$ cat config.mk
export PLATFORM = sky130hd
export DESIGN_NAME = cfg_port_arbiter
export DESIGN_NICKNAME = d
export VERILOG_FILES = /design/src/rtl/cfg_port_arbiter.sv
export SDC_FILE = /design/constraint.sdc
export NUM_CORES = 1
export LEC_CHECK = 0
export ABC_CLOCK_PERIOD_IN_PS = 2000
export CAP_MARGIN = 20
export CORE_AREA = 2 2 87 89
export CTS_BUF_LIST = sky130_fd_sc_hd__clkbuf_16
export DETAILED_ROUTE_END_ITERATION = 8
export DIE_AREA = 0 0 89 91
export GPL_TIMING_DRIVEN = 0
export HOLD_SLACK_MARGIN = 0.08
export PLACE_DENSITY = 0.76
export SLEW_MARGIN = 20
export SYNTH_ARGS = -nofsm -noshare
export SYNTH_HDL_FRONTEND = slang
export SYNTH_SLANG_ARGS = --single-unit
export TNS_END_PERCENT = 50
$ cat constraint.sdc
create_clock -name clk_i -period 2 [get_ports clk_i]
set_clock_uncertainty 0.05 [all_clocks]
set_input_delay 0.3 -clock clk_i [delete_from_list [all_inputs] [get_ports clk_i]]
set_output_delay 0.3 -clock clk_i [all_outputs]
set_load 0.1 [all_outputs]
$ cat src/rtl/cfg_port_arbiter.sv
// cfg_port_arbiter: round-robin arbiter sharing one config port among NUM_MASTERS masters
//   clk_i, rst_i                   clock, synchronous active-high reset
//   m_req_i/m_lock_i/m_wen_i       per-master request, grant lock, wen (1=read)
//   m_addr_i/m_wdata_i             per-master address and write data, packed by master index
//   m_gnt_o/m_rvalid_o/m_rdata_o   one-hot grant, one-hot read-valid, shared read data
//   cfg_req_o/cfg_gnt_i            request/grant towards the config unit
//   cfg_wen_o/cfg_addr_o/cfg_wdata_o  forwarded winner command
//   cfg_rdata_i/cfg_rvalid_i       read response from the config unit
//   err_o                          sticky: read response with no outstanding read
module cfg_port_arbiter #(
    parameter int NUM_MASTERS     = 2,
    parameter int MAX_OUTSTANDING = 2,
    parameter int ADDR_WIDTH      = 16,
    parameter int DATA_WIDTH      = 32
) (
    input  logic                              clk_i,
    input  logic                              rst_i,
    input  logic [NUM_MASTERS-1:0]            m_req_i,
    input  logic [NUM_MASTERS-1:0]            m_lock_i,
    input  logic [NUM_MASTERS-1:0]            m_wen_i,
    input  logic [NUM_MASTERS*ADDR_WIDTH-1:0] m_addr_i,
    input  logic [NUM_MASTERS*DATA_WIDTH-1:0] m_wdata_i,
    output logic [NUM_MASTERS-1:0]            m_gnt_o,
    output logic [DATA_WIDTH-1:0]             m_rdata_o,
    output logic [NUM_MASTERS-1:0]            m_rvalid_o,
    output logic                              cfg_req_o,
    input  logic                              cfg_gnt_i,
    output logic                              cfg_wen_o,
    output logic [ADDR_WIDTH-1:0]             cfg_addr_o,
    output logic [DATA_WIDTH-1:0]             cfg_wdata_o,
    input  logic [DATA_WIDTH-1:0]             cfg_rdata_i,
    input  logic                              cfg_rvalid_i,
    output logic                              err_o
);
    localparam int IW = $clog2(NUM_MASTERS);
    localparam int PW = MAX_OUTSTANDING > 1 ? $clog2(MAX_OUTSTANDING) : 1;
    localparam int CW = $clog2(MAX_OUTSTANDING + 1);

    logic [IW-1:0] rr_q, win, win_nxt, cand;
    logic          lock_q, found, stall, hs, push, pop;
    logic [IW-1:0] fifo_q [MAX_OUTSTANDING];
    logic [PW-1:0] rd_q, wr_q;
    logic [CW-1:0] cnt_q;

    function automatic logic [PW-1:0] ptr_inc(input logic [PW-1:0] p);
        return p == PW'(MAX_OUTSTANDING - 1) ? '0 : p + 1'b1;
    endfunction

    // A lock parks rr_q on the locked master, so scanning from rr_q already
    // gives it priority while it keeps requesting.
    always_comb begin
        win   = rr_q;
        cand  = '0;
        found = 1'b0;
        for (int k = 0; k < NUM_MASTERS; k++) begin
            cand = IW'((int'(rr_q) + k) % NUM_MASTERS);
            if (!found && m_req_i[cand]) begin
                win   = cand;
                found = 1'b1;
            end
        end
    end

    assign win_nxt     = win == IW'(NUM_MASTERS - 1) ? '0 : win + 1'b1;
    // A pop in the same cycle does not lift the stall, keeping the path from rvalid to req short.
    assign stall       = cnt_q == CW'(MAX_OUTSTANDING);
    assign cfg_req_o   = !rst_i && |m_req_i && !stall;
    assign cfg_wen_o   = cfg_req_o && m_wen_i[win];
    assign cfg_addr_o  = cfg_req_o ? m_addr_i[win*ADDR_WIDTH +: ADDR_WIDTH] : '0;
    assign cfg_wdata_o = cfg_req_o ? m_wdata_i[win*DATA_WIDTH +: DATA_WIDTH] : '0;
    assign hs          = cfg_req_o && cfg_gnt_i;
    assign m_gnt_o     = hs ? NUM_MASTERS'(1) << win : '0;
    assign push        = hs && cfg_wen_o;
    assign pop         = !rst_i && cfg_rvalid_i && cnt_q != '0;
    assign m_rvalid_o  = pop ? NUM_MASTERS'(1) << fifo_q[rd_q] : '0;
    assign m_rdata_o   = cfg_rdata_i;

    always_ff @(posedge clk_i) begin
        if (rst_i) begin
            rr_q   <= '0;
            lock_q <= 1'b0;
            rd_q   <= '0;
            wr_q   <= '0;
            cnt_q  <= '0;
            err_o  <= 1'b0;
        end else begin
            if (hs) begin
                lock_q <= m_lock_i[win];
                rr_q   <= m_lock_i[win] ? win : win_nxt;
            end else if (lock_q && !m_req_i[rr_q]) begin
                lock_q <= 1'b0;
            end
            if (push) wr_q <= ptr_inc(wr_q);
            if (pop) rd_q <= ptr_inc(rd_q);
            cnt_q <= cnt_q + CW'(push) - CW'(pop);
            if (cfg_rvalid_i && cnt_q == '0) err_o <= 1'b1;
        end
    end

    always_ff @(posedge clk_i) begin
        if (push) fifo_q[wr_q] <= win;
    end
endmodule

==> run summary <==
Status -> finished with violations
Violations in the final reports -> setup timing
Core area -> 7140 sq um
Initial Utilization -> 0.200
Longest Clk Path Bufs -> 2
Synthesis Warnings -> 0
Setup violations, final -> 51
Arrival time at the worst endpoint -> 1.77 ns
Worst setup slack after layout -> -0.122 ns
Height of the chip -> 91 microns
Clock tree root buffer cell -> clkbuf_16
Min Tclk post-route -> 2.12 ns
Worst reg-to-reg setup slack -> 0.08 ns
Number of antenna violations at the first check in global routing -> 0
# Max-Cap Violations -> 0
Cell count after synthesis -> 251
Final wirelength -> 8.53 mm
Aggregate global routing overflow -> 0
Cts bufs inserted -> 3
DP Wirelength -> 6.24 mm
TritonCTS clock tree -> done
Crit start category -> register
Maximum resistive drop on vdd -> 369 uV
Diodes inserted -> 0
Gp weighted congestion -> 0.761
Antenna viol nets, final -> 0
Share of Yosys cell area claimed by the top area cell type -> 0.253
Peak Freq -> 0.471 GHz
Total count of hold-check failures in the final report -> 0
Slew Viols, Final -> 0
Vias -> 2,486
Placed insts -> 542
Number of synthesized register bits -> 9
Setup repair after global routing missed its margin -> true
Static Leak -> 2.00 nW
Synthesized area per cell -> 5.67 sq um
Top_reg_cell synth -> dfxtp_1
# IOs -> 225
DRC violation count after routing -> 0
Net count after synthesis -> 391
Cell types with the largest area share after synthesis -> nand2_1 25%, a21oi_1 18%, buf_4 17%, dfxtp_1 9.8%, edfxtp_1 4.2%
Global-route wire length before repair -> 12.4 mm
Start-to-end type of the worst setup path -> register to output pin
Total number of placement rows -> 31
Max-Slew Margin vs Limit -> 0.338
Biggest area consumer among synthesized cells -> nand2_1
Cell area after synthesis -> 1420 sq um
Initial DRT Pass Iterations -> 4
Share of synthesized registers carrying an async set or reset -> 0
Slew @ Worst Pin -> 0.989 ns
Wire per inst -> 15.2 microns
Required time of the worst setup path -> 1.65 ns
Count of flip-flops with a built-in enable after synthesis -> 2
Clock sink total -> 9
Number of global-route vias before repair -> 2,666
Worst setup EP type -> output pin
Hold Path Class -> register to register
Crit Path Max Fanout -> 7
Sum of negative setup slack -> -3.77 ns
Post-DR vias/cell -> 4.43
Number of library cell types mapped by synthesis -> 30
Clk pin slew, worst setup/hold paths -> 0.04 ns
Worst slack on hold paths -> 0.403 ns
Sequential cell area fraction in the yosys report -> 0.141
Part of the cycle the worst path needs -> 1.06
Number of buffers inserted by port buffering -> 192
Fin nets -> 603
Hold-fix buffers at CTS -> 0
Violation count after the first detailed-route iteration -> 43
Die Outline Area -> 8100 sq um
Non-filler instance count after layout -> 561
Power Density -> 569 nW/um^2
Layout cell share with drive strength beyond 1 -> 0.429
Number of levels the H-tree was split into -> 1
Insertion delay to the later sink of the worst-skew pair -> 0.24 ns
Pin count of the biggest net entering global routing -> 12
Area growth from synthesis to layout -> 256%
Die extent in x -> 89 microns
Combined global-route utilization of all metal layers -> 0.192
[routing by layer]
| layer | share of wire | global-route usage |
|---|---|---|
| met2 | 0.56 | 0.390 |
| met5 | 0 | 0 |
| met3 | 0.10 | 0.0455 |
| met1 | 0.33 | 0.183 |
| met4 | 0.014 | 0.0485 |
[cells by family after synthesis]
| family | count (synthesis) | synth area share |
|---|---|---|
| simple gates | 121 | 0.347 |
| fa+ha+maj | 2 | 0.0176 |
| flops | 9 | 0.141 |
| xor+xnor | 3 | 0.0185 |
| buf+inv | 57 | 0.249 |
| compound gates | 59 | 0.228 |
[synth_stat cells, types with 2 or more instances]
cell type	count
edfxtp_1	2
nand2b_1	2
dfxtp_1	7
buf_2	4
buf_6	2
nor2b_1	5
ha_1	2
clkbuf_1	11
a21oi_1	51
inv_1	6
buf_4	32
a211oi_1	2
nor2_1	11
nor3_1	2
nand2_1	96
xor2_1	2
[timing repair]
| item | 4_1_cts | 5_1_grt |
|---|---|---|
| resized for setup | 509 | 31 |
| endpoints found under the setup margin | 55 | 55 |
| buffers inserted | 11 | 2 |
| cloned | 2 | 1 |
| pin swaps | 2 | 15 |
[power by group]
group	leakage [nW]	internal, mW	total, mW	switching, mW
registers	0.0766	0.206	0.221	0.0144
logic	1.88	0.899	2.32	1.42
clock network	0.0423	0.261	0.349	0.0879
total	2.00	1.37	2.89	1.52
[worst paths after layout]
kind                                     startpoint             endpoint  depth (start not counted)
worst min-delay path             err_o$_SDFFE_PP0P_   err_o$_SDFFE_PP0P_                          2
worst min register to register   err_o$_SDFFE_PP0P_   err_o$_SDFFE_PP0P_                          2
worst max register to register  cnt_q[1]$_SDFF_PP0_  cnt_q[0]$_SDFF_PP0_                          7
worst max-delay path            cnt_q[1]$_SDFF_PP0_      cfg_wdata_o[18]                          7
[cell usage in the layout, fill, tap and decap left out, drive strengths merged]
cell           Yosys  routed
a21oi             52      52
nor3               2       2
o21a               1       1
xnor2              1       1
edfxtp             2       2
o21ai              1       1
dfxtp              7       7
dlygate4sd2        0       2
and2               1       1
buf               39     111
inv                7       8
or2                1       1
or4b               1       1
ha                 2       2
nor2              11      11
nor2b              5       5
a211oi             2       2
nand2b             2       2
o311ai             1       1
or3                1       1
clkbuf            11      12
nand2             96      96
a22o               1       1
nor4               1       1
o31ai              1       1
clkdlybuf4s15      0       1
clkdlybuf4s50      0     134
xor2               2       2
[layout make-up]
cell class / instances / area, sq um
Multi-Input combinational cell: 185 / 1520
Tap cell: 99 / 124
Sequential cell: 9 / 203
Inverter: 7 / 26.3
Timing Repair Buffer: 208 / 2650
Clock inverter: 1 / 3.75
Clock buffer: 3 / 75.1
Fill cell: 498 / 2060
Buffer: 49 / 473
[critical path: stages, from the launching register on]
cell	delay, ns
dfxtp_2	0.31
nor2b_4	0.12
or3_4	0.33
buf_8	0.14
buf_12	0.15
buf_16	0.14
a21oi_4	0.15
buf_12	0.19
[per-stage QoR]
| stage | total power [mW] | area [sq um] | util | worst slack (ns) |
|---|---|---|---|---|
| 3_5_place_dp | 2.16 | 4120 | 0.577 | -1.55 |
| 5_1_grt | 2.99 | 5070 | 0.711 | -0.165 |
| 3_3_place_gp | 2.15 | 4120 | 0.577 | -1.54 |
| 4_1_cts | 2.85 | 4970 | 0.696 | -0.176 |
| 2_1_floorplan | 1.65 | 2070 | - | -0.222 |
| 6_report | 2.89 | 5070 | 0.711 | -0.122 |
(Power assumes the default switching activity.)
